--- config.mk ---
export PLATFORM = sky130hd
export DESIGN_NAME = my_stream_mux_rr
export DESIGN_NICKNAME = d
export VERILOG_FILES = /design/src/rtl/my_stream_mux_rr.sv
export SDC_FILE = /design/constraint.sdc
export NUM_CORES = 1
export LEC_CHECK = 0
export CAP_MARGIN = 15
export CORE_ASPECT_RATIO = 1.25
export CORE_MARGIN = 8
export CORE_UTILIZATION = 42
export DETAILED_ROUTE_END_ITERATION = 7
export PLACE_DENSITY_LB_ADDON = 0.3
export SETUP_SLACK_MARGIN = 0.4
export SYNTH_ARGS = -nofsm -noshare
export SYNTH_HDL_FRONTEND = slang
export SYNTH_SLANG_ARGS = --single-unit
--- constraint.sdc ---
create_clock -name clk -period 6.71 [get_ports clk]
set_clock_uncertainty 0.2 [all_clocks]
set_input_delay 1.342 -clock clk [delete_from_list [all_inputs] [get_ports clk]]
set_output_delay 1.342 -clock clk [all_outputs]
set_load 0.03 [all_outputs]
--- src/rtl/my_stream_mux_rr.sv ---
// ---------------------------------------------------------------------------
// my_stream_mux_rr
// N-way stream multiplexer with valid/ready handshakes. Arbitrates among
// CHANNELS producers (round-robin or fixed priority) and forwards one beat
// per cycle into a single registered output stage. With PKT_LOCK=1 the grant
// stays on one channel until a beat carrying last has been accepted.
//
// Ports:
//   clk        rising-edge clock
//   rst        asynchronous active-high reset
//   in_data    CHANNELS*WIDTH, channel i at [i*WIDTH +: WIDTH]
//   in_valid   per-channel beat valid
//   in_last    per-channel end-of-packet flag
//   in_ready   per-channel accept, one-hot or zero
//   out_data   registered selected beat
//   out_last   registered last flag of the selected beat
//   out_sel    registered source channel index
//   out_valid  output beat valid
//   out_ready  consumer accept
// ---------------------------------------------------------------------------
module my_stream_mux_rr #(
   parameter int WIDTH    = 16,
   parameter int CHANNELS = 8,
   parameter int RR_MODE  = 1,
   parameter int PKT_LOCK = 0,
   localparam int SEL_W   = $clog2(CHANNELS)
) (
   input  logic                      clk,
   input  logic                      rst,
   input  logic [CHANNELS*WIDTH-1:0] in_data,
   input  logic [CHANNELS-1:0]       in_valid,
   input  logic [CHANNELS-1:0]       in_last,
   output logic [CHANNELS-1:0]       in_ready,
   output logic [WIDTH-1:0]          out_data,
   output logic                      out_last,
   output logic [SEL_W-1:0]          out_sel,
   output logic                      out_valid,
   input  logic                      out_ready
);

   localparam int unsigned NCH = CHANNELS;

   typedef enum logic {ARB, LOCK} state_t;

   state_t           state_q, state_d;
   logic [SEL_W-1:0] ptr_q, ptr_d;
   logic [SEL_W-1:0] lock_q, lock_d;

   logic             load;
   logic             gnt_vld;
   logic [SEL_W-1:0] gnt;
   logic             xfer;
   logic [WIDTH-1:0] ch_data [CHANNELS];

   logic [WIDTH-1:0] data_p1;
   logic             last_p1;
   logic [SEL_W-1:0] sel_p1;
   logic             vld_p1;

   // Channel index (base + k) mod CHANNELS; never leaves 0..CHANNELS-1, so
   // non-power-of-two channel counts stay in range.
   function automatic logic [SEL_W-1:0] idx_add(input logic [SEL_W-1:0] base,
                                                input int unsigned      k);
      int unsigned s;
      s = int'(base) + k;
      if (s >= NCH) s = s - NCH;
      return s[SEL_W-1:0];
   endfunction

   always_comb begin
      for (int i = 0; i < CHANNELS; i++) ch_data[i] = in_data[i*WIDTH +: WIDTH];
   end

   assign load = !vld_p1 || out_ready;

   // Arbitration. The scan runs backwards so the last hit is the first
   // valid channel in scan order starting from the base.
   always_comb begin
      logic [SEL_W-1:0] base;
      logic [SEL_W-1:0] c;
      gnt_vld = 1'b0;
      gnt     = '0;
      base    = (RR_MODE != 0) ? ptr_q : '0;
      c       = '0;
      if (state_q == LOCK) begin
         gnt     = lock_q;
         gnt_vld = in_valid[lock_q];
      end else begin
         for (int k = CHANNELS - 1; k >= 0; k--) begin
            c = idx_add(base, unsigned'(k));
            if (in_valid[c]) begin
               gnt_vld = 1'b1;
               gnt     = c;
            end
         end
      end
   end

   assign xfer = load && gnt_vld && !rst;

   always_comb begin
      in_ready = '0;
      if (xfer) in_ready[gnt] = 1'b1;
   end

   // Next pointer / lock state
   always_comb begin
      state_d = state_q;
      ptr_d   = ptr_q;
      lock_d  = lock_q;
      if (xfer) begin
         if (RR_MODE != 0) ptr_d = idx_add(gnt, 1);
         if (PKT_LOCK != 0) begin
            if (state_q == ARB && !in_last[gnt]) begin
               state_d = LOCK;
               lock_d  = gnt;
            end else if (state_q == LOCK && in_last[gnt]) begin
               state_d = ARB;
            end
         end
      end
   end

   always_ff @(posedge clk or posedge rst) begin
      if (rst) begin
         state_q <= ARB;
         ptr_q   <= '0;
         lock_q  <= '0;
      end else begin
         state_q <= state_d;
         ptr_q   <= ptr_d;
         lock_q  <= lock_d;
      end
   end

   // ---- stage p1: registered output beat ----
   always_ff @(posedge clk or posedge rst) begin
      if (rst) begin
         vld_p1  <= 1'b0;
         data_p1 <= '0;
         last_p1 <= 1'b0;
         sel_p1  <= '0;
      end else if (load) begin
         vld_p1 <= gnt_vld;
         if (gnt_vld) begin
            data_p1 <= ch_data[gnt];
            last_p1 <= in_last[gnt];
            sel_p1  <= gnt;
         end
      end
   end

   assign out_valid = vld_p1;
   assign out_data  = data_p1;
   assign out_last  = last_p1;
   assign out_sel   = sel_p1;

endmodule
# Yosys cells after proc, flatten, opt, wreduce, memory -nomap -nowiden

Cells that the tools add are included.
Widths: inputs -> output; s select.

Flip-flop bits (word level): 24
Bits of input ports: 147
Output and inout port bits: 29
Word-level logic and storage cells: 99

$add $sub $neg: 17
Order comparisons: 20
Muxes and demuxes: 49
Bitwise logic cells: 1
Reductions and logical operators: 7

Operators with widths:

| operator            | count |
|---|---|
| $mux 3              | 17 |
| $bmux 16 s3         | 1 |
| $ge 4x4->1 const B  | 9 |
| $lt 3x4->1 const B  | 9 |
| $mux 16             | 2 |
| $bmux 1 s3          | 9 |
| $sub 3x1->3 const B | 9 |
| $mux 1              | 18 |
| $add 3x3->4 const B | 4 |
| $add 3x1->4 const B | 2 |
| $add 3x2->4 const B | 2 |
| $mux 8              | 1 |
| $ge 3x4->1 const B  | 1 |
| $not 3->4           | 1 |
| $demux 1 s3         | 1 |
| $ge 3x1->1 const B  | 1 |
| $logic_and 1x1->1   | 3 |
| $logic_not 1->1     | 2 |
| $reduce_and 2->1    | 1 |
| $logic_or 1x1->1    | 1 |

# Longest topological paths before layout

Gate-level depths: netlist of run 1.

Depth in word-level cells: 18
Gate-level depth with buffers: 18
Mapped depth without buffers: 11

# Worst setup path before layout of run 1

No wires, ideal clock.

Kind: reg2out
Start point: register ptr_q[0]
End point: output in_ready[1]
Data arrival time: 4155 ps
Data required time: 5168 ps
Slack: 1013 ps
Stages on the path, launching flop included: 17
Buffers on the path: 7
Cell sequence: dfrtp_1 -> buf_6 -> inv_1 -> buf_4 -> clkbuf_1 -> ha_1 -> buf_2 -> inv_1 -> mux4_2 -> o32ai_2 -> a221oi_2 -> nor3b_2 -> buf_6 -> nor2_4 -> buf_6 -> buf_6 -> nor4_1

Longest elaborated chain between the ends: 18

Ends and longest elaborated chain:

| what                                                           | RTL line | RTL |
|---|---|---|
| start: declaration                                             | 46       | `logic [SEL_W-1:0] ptr_q, ptr_d;` |
| start signal: assignment                                       | 131      | `ptr_q <= ptr_d;` |
| $add 3x3->4                                                    | 65       | `s = int'(base) + k;` |
| $ge 4x4->1 or $sub 3x1->3 (tied branches)                      | 66       | `if (s >= NCH) s = s - NCH;` |
| $mux 3                                                         | 66       |  |
| $bmux 1 s3                                                     | 91       | `if (in_valid[c]) begin` |
| $mux 1 (implied by the code)                                   | 91       |  |
| $mux 3 (8 in series)                                           | 91       |  |
| $lt 3x4->1 (implied by the code) or $ge 3x1->1 (tied branches) | 103      | `if (xfer) in_ready[gnt] = 1'b1;` |
| $logic_and 1x1->1 (implied by the code)                        | 103      |  |
| $mux 1 (implied by the code)                                   | 103      |  |
| $demux 1 s3                                                    | 103      |  |
| $mux 8 *                                                       | 103      |  |
| end: declaration                                               | 33       | `output logic [CHANNELS-1:0] in_ready,` |

Mark *: on every way between the ends. The rest lies on a longest branch, timed or not. The select of a mux whose other input is x is not followed.

# Final worst setup path of run 1

Start point: input in_valid[7]
End point: output in_ready[7]

Longest elaborated chain between the ends: 15

Ends and longest elaborated chain:

| what                                                           | RTL line | RTL |
|---|---|---|
| start: declaration                                             | 31       | `input logic [CHANNELS-1:0] in_valid,` |
| $bmux 1 s3                                                     | 91       |  |
| $mux 1 (implied by the code)                                   | 91       |  |
| $mux 3 (8 in series)                                           | 91       |  |
| $lt 3x4->1 (implied by the code) or $ge 3x1->1 (tied branches) | 103      |  |
| $logic_and 1x1->1 (implied by the code)                        | 103      |  |
| $mux 1 (implied by the code)                                   | 103      |  |
| $demux 1 s3                                                    | 103      |  |
| $mux 8 *                                                       | 103      |  |

Marks and branches as above.

==> flow_summary.toml, run 1 <==
[clock_tree]
cts.reportedPaths.clkPinSlew_ns = 0.07
cts_made_buffers = 3
clock-sinks = 24
cts_tree = "built"
cts_buffer_depth = 2
insertion_delay_ns = 0.27
hold_buffers = 0
cts-root-buf = "clkbuf_16"
h-tree-depth = 1

[worst_setup_path]
crit_type = "input port to primary output"
rr_endpoint = "out_data[8]"
slowest_stage = "clkdlybuf4s50_1"
crit_chain = "clkdlybuf4s50_1 -> mux4_2 -> mux2i_4 -> o41ai_1 -> o221ai_1 -> o21ai_2 -> nor2_4 -> buf_4 -> and3_1 -> clkdlybuf4s50_1"
r2r_cells = 11
cp.arrival_ns = 4.63
r2r_slack_ns = 2.11
end_kind = "primary output"
regToRegStartpoint = "ptr_q[0]"
required_ns = 5.17
crit_fanout = 33
cpPeakStageDelay_ns = 0.67
start_kind = "input port"
crit_top_cell = "clkdlybuf4s50_1"

[drt]
drc_errors = 0
drt_iter0_drc = 742
vias_per_cell = 7.01
num_vias = 6798
routed_wl_um = 23200
drt-pass1-iter-count = 5
drt-wirelength-per-cell_um = 23.9
antenna_left = 0

[floorplan]
pin_count = 176
fp-row-count = 47
core_area_mm2 = 0.0132
die_w_um = 120
die-area_mm2 = 0.0176
die_h_um = 146
start_util_pct = 43.1

[sta]
hold_slack_ns = 0.291
hold_viol = 0
min_period_over_period_pct = 92.0
setup-violations-final = 0
worstMarginPinSlew_ns = 1.08
max-slew-margin-rel_pct = 27.9
slew_violations = 0
rsz0062_at_grt = "false"
period_needed_ns = 6.18
fin_tns_setup_ns = 0
fmax_ghz = 0.162

[synthesis]
synthXorXnorAreaFrac_pct = 0.900
async_flop_share_pct = 100
synth_compound_area_share_pct = 40.6
syn_nets = 839
synthesis.area_mm2 = 0.00570
synth_edf_count = 0
synth_ff_type = "dfrtp_1"
yosysTopAreaCellShare_pct = 16.0
avgSynthCellArea_um2 = 8.26
synth_commonest_cells = "o221ai_1 (104), nor2_1 (63), nand3_1 (52)"
synth_top_family_by_area = "compound AO/OA/AOI/OAI gates"
ys_ff_latch = 24
muxShareOfSynthArea_pct = 18.7
yosysTopAreaCell = "o221ai_1"
synth_area_leaders = "o221ai_1 (16%), dfrtp_1 (11%), mux4_2 (9.1%)"
yosysSeqAreaShare_pct = 10.5
synth.most_common_cell = "o221ai_1"
syn_inst = 690
synth_cell_types = 61
synth-adder-area-share_pct = 0.439
yosys_warnings = 0
synth-simple-area-share_pct = 19.6

[worst_hold_path]
min_path_type = "flip-flop to flip-flop"
hold_start = "out_sel[1]"
whs_path_depth = 2
holdPathEnd = "out_sel[1]"

[placement]
place_inst = 964
hpwl_um = 16100
gp_congestion = 0.843
io_buffers = 175

[finish]
fin_util_pct = 56.1
area_delta_synth_final_pct = 30.3
antennaDiodeCount = 0
final_nets = 949
stdcell_count = 970
final_layout_size_suffix_gt1_share_pct = 13.1

[run_status]
status = "finished, final reports clean"

[grt]
grt_pass1_vias = 6801
grt_max_degree = 110
antenna_found_initial = 0
grt_pass1_wl_um = 36300
grt_overflow = 0
grt_util_all_layers_pct = 24.9

[run]
maxCapViolations = 0
[how the worst max path moves through the flow]
stage	start	endpoint	cells after the start
6_report	in_valid[7]	in_ready[7]	10
5_1_grt	in_valid[6]	in_ready[7]	10
4_1_cts	in_valid[1]	in_ready[7]	9
3_5_place_dp	in_valid[1]	in_ready[7]	9
3_3_place_gp	in_valid[1]	in_ready[7]	9
2_1_floorplan	ptr_q[0]	in_ready[1]	16
[metrics by stage]
| stage | cell area (um2) | setup WS [ns] |
|---|---|---|
| 6_report | 7430 | 0.534 |
| 4_1_cts | 7410 | 0.475 |
| 2_1_floorplan | 5700 | 1.01 |
| 3_5_place_dp | 7330 | 0.480 |
| 3_3_place_gp | 7330 | 0.535 |
| 5_1_grt | 7430 | 0.417 |
[per-layer routing]
| metal | vias to the layer above | track usage [%] | part of all wire, % |
|---|---|---|---|
| met4 | 0 | 9.83 | 2.8 |
| li1 | 3074 | - | - |
| met1 | 3287 | 30.2 | 40 |
| met5 | - | 0 | 0 |
| met3 | 57 | 3.94 | 7.6 |
| met2 | 380 | 42.6 | 50 |
[critical path: cells and delay by family]
family | cells | cell delay [ns]
AOI/OAI and AO/OA | 3 | 0.46
and+or+nand+nor | 2 | 0.37
buffers and inverters | 3 | 1.55
muxes | 2 | 0.90
[cells by family after synthesis]
kind of cell             after synthesis
AND/OR/NAND/NOR                      231
multiplexers                          64
flip-flops                            24
adder cells (fa/ha/maj)                2
XOR/XNOR                               5
AO/OA/AOI/OAI                        265
buffers and inverters                 99
[flip-flops by register name (all words and copies together) (netlist names)]
register,count
out_last,1
out_data,16
out_valid,1
ptr_q,3
out_sel,3
[placed cells by master, fill, tap and decap left out, types with 13 or more instances in the layout]
cell type / synthesis / final
o31ai_1: 34 / 34
dfrtp_1: 24 / 23
mux4_2: 23 / 23
o21ai_0: 13 / 13
o211ai_2: 17 / 17
a211o_1: 18 / 18
nand3_1: 52 / 52
a31oi_1: 17 / 17
nor2b_1: 21 / 21
o221ai_1: 104 / 103
o211a_1: 17 / 17
clkdlybuf4s50_1: 0 / 170
nor2_1: 63 / 63
buf_4: 6 / 26
nor3_1: 41 / 41
nand2_1: 32 / 32
mux2i_1: 25 / 25
[area by class of cell]
| class | instances | area, um2 |
|---|---|---|
| multi-input combinational | 567 | 4600 |
| tap | 171 | 214 |
| clock buffer | 4 | 78.8 |
| timing repair buffer | 197 | 1910 |
| sequential | 24 | 604 |
| fill | 1226 | 5800 |
| inverter | 7 | 26.3 |
[what timing repair did]
| action | 4_1_cts | 5_1_grt |
|---|---|---|
| setup endpoints to repair | 0 | 3 |
| gates resized for setup | 0 | 1 |
| buffers inserted | 0 | 2 |
Power of run 1 is not shown: default switching activity piles up to over one toggle a cycle in this logic, so the estimate is an artifact.
==> inputs of run 2 (changes only) <==
Settings changed: CELL_PAD_IN_SITES_DETAIL_PLACEMENT set to 0, CELL_PAD_IN_SITES_GLOBAL_PLACEMENT set to 1, CORE_UTILIZATION 42 to 38, PLACE_DENSITY_LB_ADDON 0.3 to 0.1.
==> run 2 against run 1 <==
Against the previous run: wire length increased by 3.8%; final area grew 0.49%; core utilization shrank 5.8 points.
==> flow_summary.toml, run 2 (synthesis gave the netlist of run 1 again) <==
[grt]
grt_max_degree = 111
grt_util_all_layers_pct = 23.6
antenna_found_initial = 0
grt_pass1_wl_um = 37500
grt_pass1_vias = 6859
grt_overflow = 0

[sta]
rsz0062_at_grt = "false"
layout_setup_ws_ns = 0.554
worstMarginPinSlew_ns = 1.13
min_period_over_period_pct = 91.7
slew_violations = 0
max-slew-margin-rel_pct = 24.4
hold_viol = 0
fmax_ghz = 0.162
period_needed_ns = 6.16
fin_tns_setup_ns = 0
setup-violations-final = 0

[worst_setup_path]
r2r_slack_ns = 2.17
crit_fanout = 7
rr_endpoint = "out_data[0]"
start_kind = "input port"
regToRegStartpoint = "ptr_q[0]"
end_kind = "primary output"
crit_type = "input port to primary output"
r2r_cells = 13
required_ns = 5.17
cp.arrival_ns = 4.61

[floorplan]
pin_count = 176
die-area_mm2 = 0.0192
fp-row-count = 50
start_util_pct = 38.5
die_h_um = 153
core_area_mm2 = 0.0148
die_w_um = 126

[placement]
io_buffers = 175
pre_cts_slack_ns = 0.381
hpwl_um = 16300
gp_congestion = 0.859

[clock_tree]
h-tree-depth = 1
cts.reportedPaths.clkPinSlew_ns = 0.07
hold_buffers = 0
cts_tree = "built"
cts_buffer_depth = 2
cts_made_buffers = 3
clock-sinks = 24
cts-root-buf = "clkbuf_16"
insertion_delay_ns = 0.27

[worst_hold_path]
min_path_type = "flip-flop to flip-flop"
hold_start = "out_data[5]"
holdPathEnd = "out_data[5]"
whs_path_depth = 2

[drt]
drt-pass1-iter-count = 5
vias_per_cell = 6.93
drt-wirelength-per-cell_um = 24.5
num_vias = 6809
m1WireLength_um = 10200
wl_met3_um = 1620
highest_layer = "met4"
antenna_left = 0
routed_wl_um = 24100
drc_errors = 0
route.met2.wl_um = 11800
drt_iter0_drc = 557

[finish]
multi_input_area_mm2 = 0.00460
area_delta_synth_final_pct = 30.9
largest_reg_flops = 16
antennaDiodeCount = 0
mostFrequentLayoutCell = "clkdlybuf4s50_1"
final_layout_size_suffix_gt1_share_pct = 13.5
final_nets = 950
final_cell_mix = "clkdlybuf4s50_1 (170), o221ai_1 (103), nor2_1 (63), nand3_1 (52), nor3_1 (41)"
seqCellArea_um2 = 604
fillerInstances = 1401

[run]
maxCapViolations = 0

[run_status]
status = "finished, final reports clean"
run 2: changes by cell type in the layout (fill, tap and decap cells not counted), sizes merged:
cell	delta
buf	+1
run 2: final cells by class:
class / count / area share (%)
Tap cell: 182 / 3.05
Timing Repair Buffer: 198 / 25.7
Multi-Input combinational cell: 567 / 61.6
Clock buffer: 4 / 1.19
Inverter: 7 / 0.352
Sequential cell: 24 / 8.10
run 2: through the flow:
step | area [um2] | hold WS, ns | cells | util [%]
after floorplan | 5700 | 0.459 | 690 | -
after global placement | 7350 | 0.272 | 975 | 49.5
after detailed placement | 7350 | 0.269 | 975 | 49.5
after CTS | 7460 | 0.300 | 982 | 50.3
after global routing | 7460 | 0.317 | 982 | 50.3
final | 7460 | 0.297 | 982 | 50.3
run 2: layer usage:
metal / global-route usage (%) / vias to the layer above
met3: 3.45 / 21
li1: - / 3086
met5: 0 / -
met4: 8.20 / 0
met2: 40.4 / 339
met1: 29.5 / 3363
run 2: worst max-delay path by stage:
stage,startpoint,end,slack (ns),depth (start not counted)
2_1_floorplan,ptr_q[0],in_ready[1],1.01,16
6_report,in_valid[6],in_ready[1],0.55,9
4_1_cts,in_valid[6],in_ready[3],0.47,9
5_1_grt,in_valid[6],in_ready[1],0.40,9
3_3_place_gp,in_valid[1],in_ready[5],0.44,9
3_5_place_dp,in_valid[1],in_ready[5],0.38,9
run 2: what timing repair did:
item | CTS | global route
resized for setup | 0 | 2
setup endpoints to repair | 2 | 4
pin swaps | 1 | 0
setup buffers | 3 | 0
run 2: worst max-delay path, stage by stage:
cell and delay (ns):
clkdlybuf4s50_1 0.50, mux4_2 0.61, a221oi_1 0.33, a21oi_1 0.07, o21a_1 0.19, nor3_1 0.14, o211ai_1 0.28, nor4_1 0.40
clkdlybuf4s50_1 0.74
Power of run 2 is left out for the same reason.
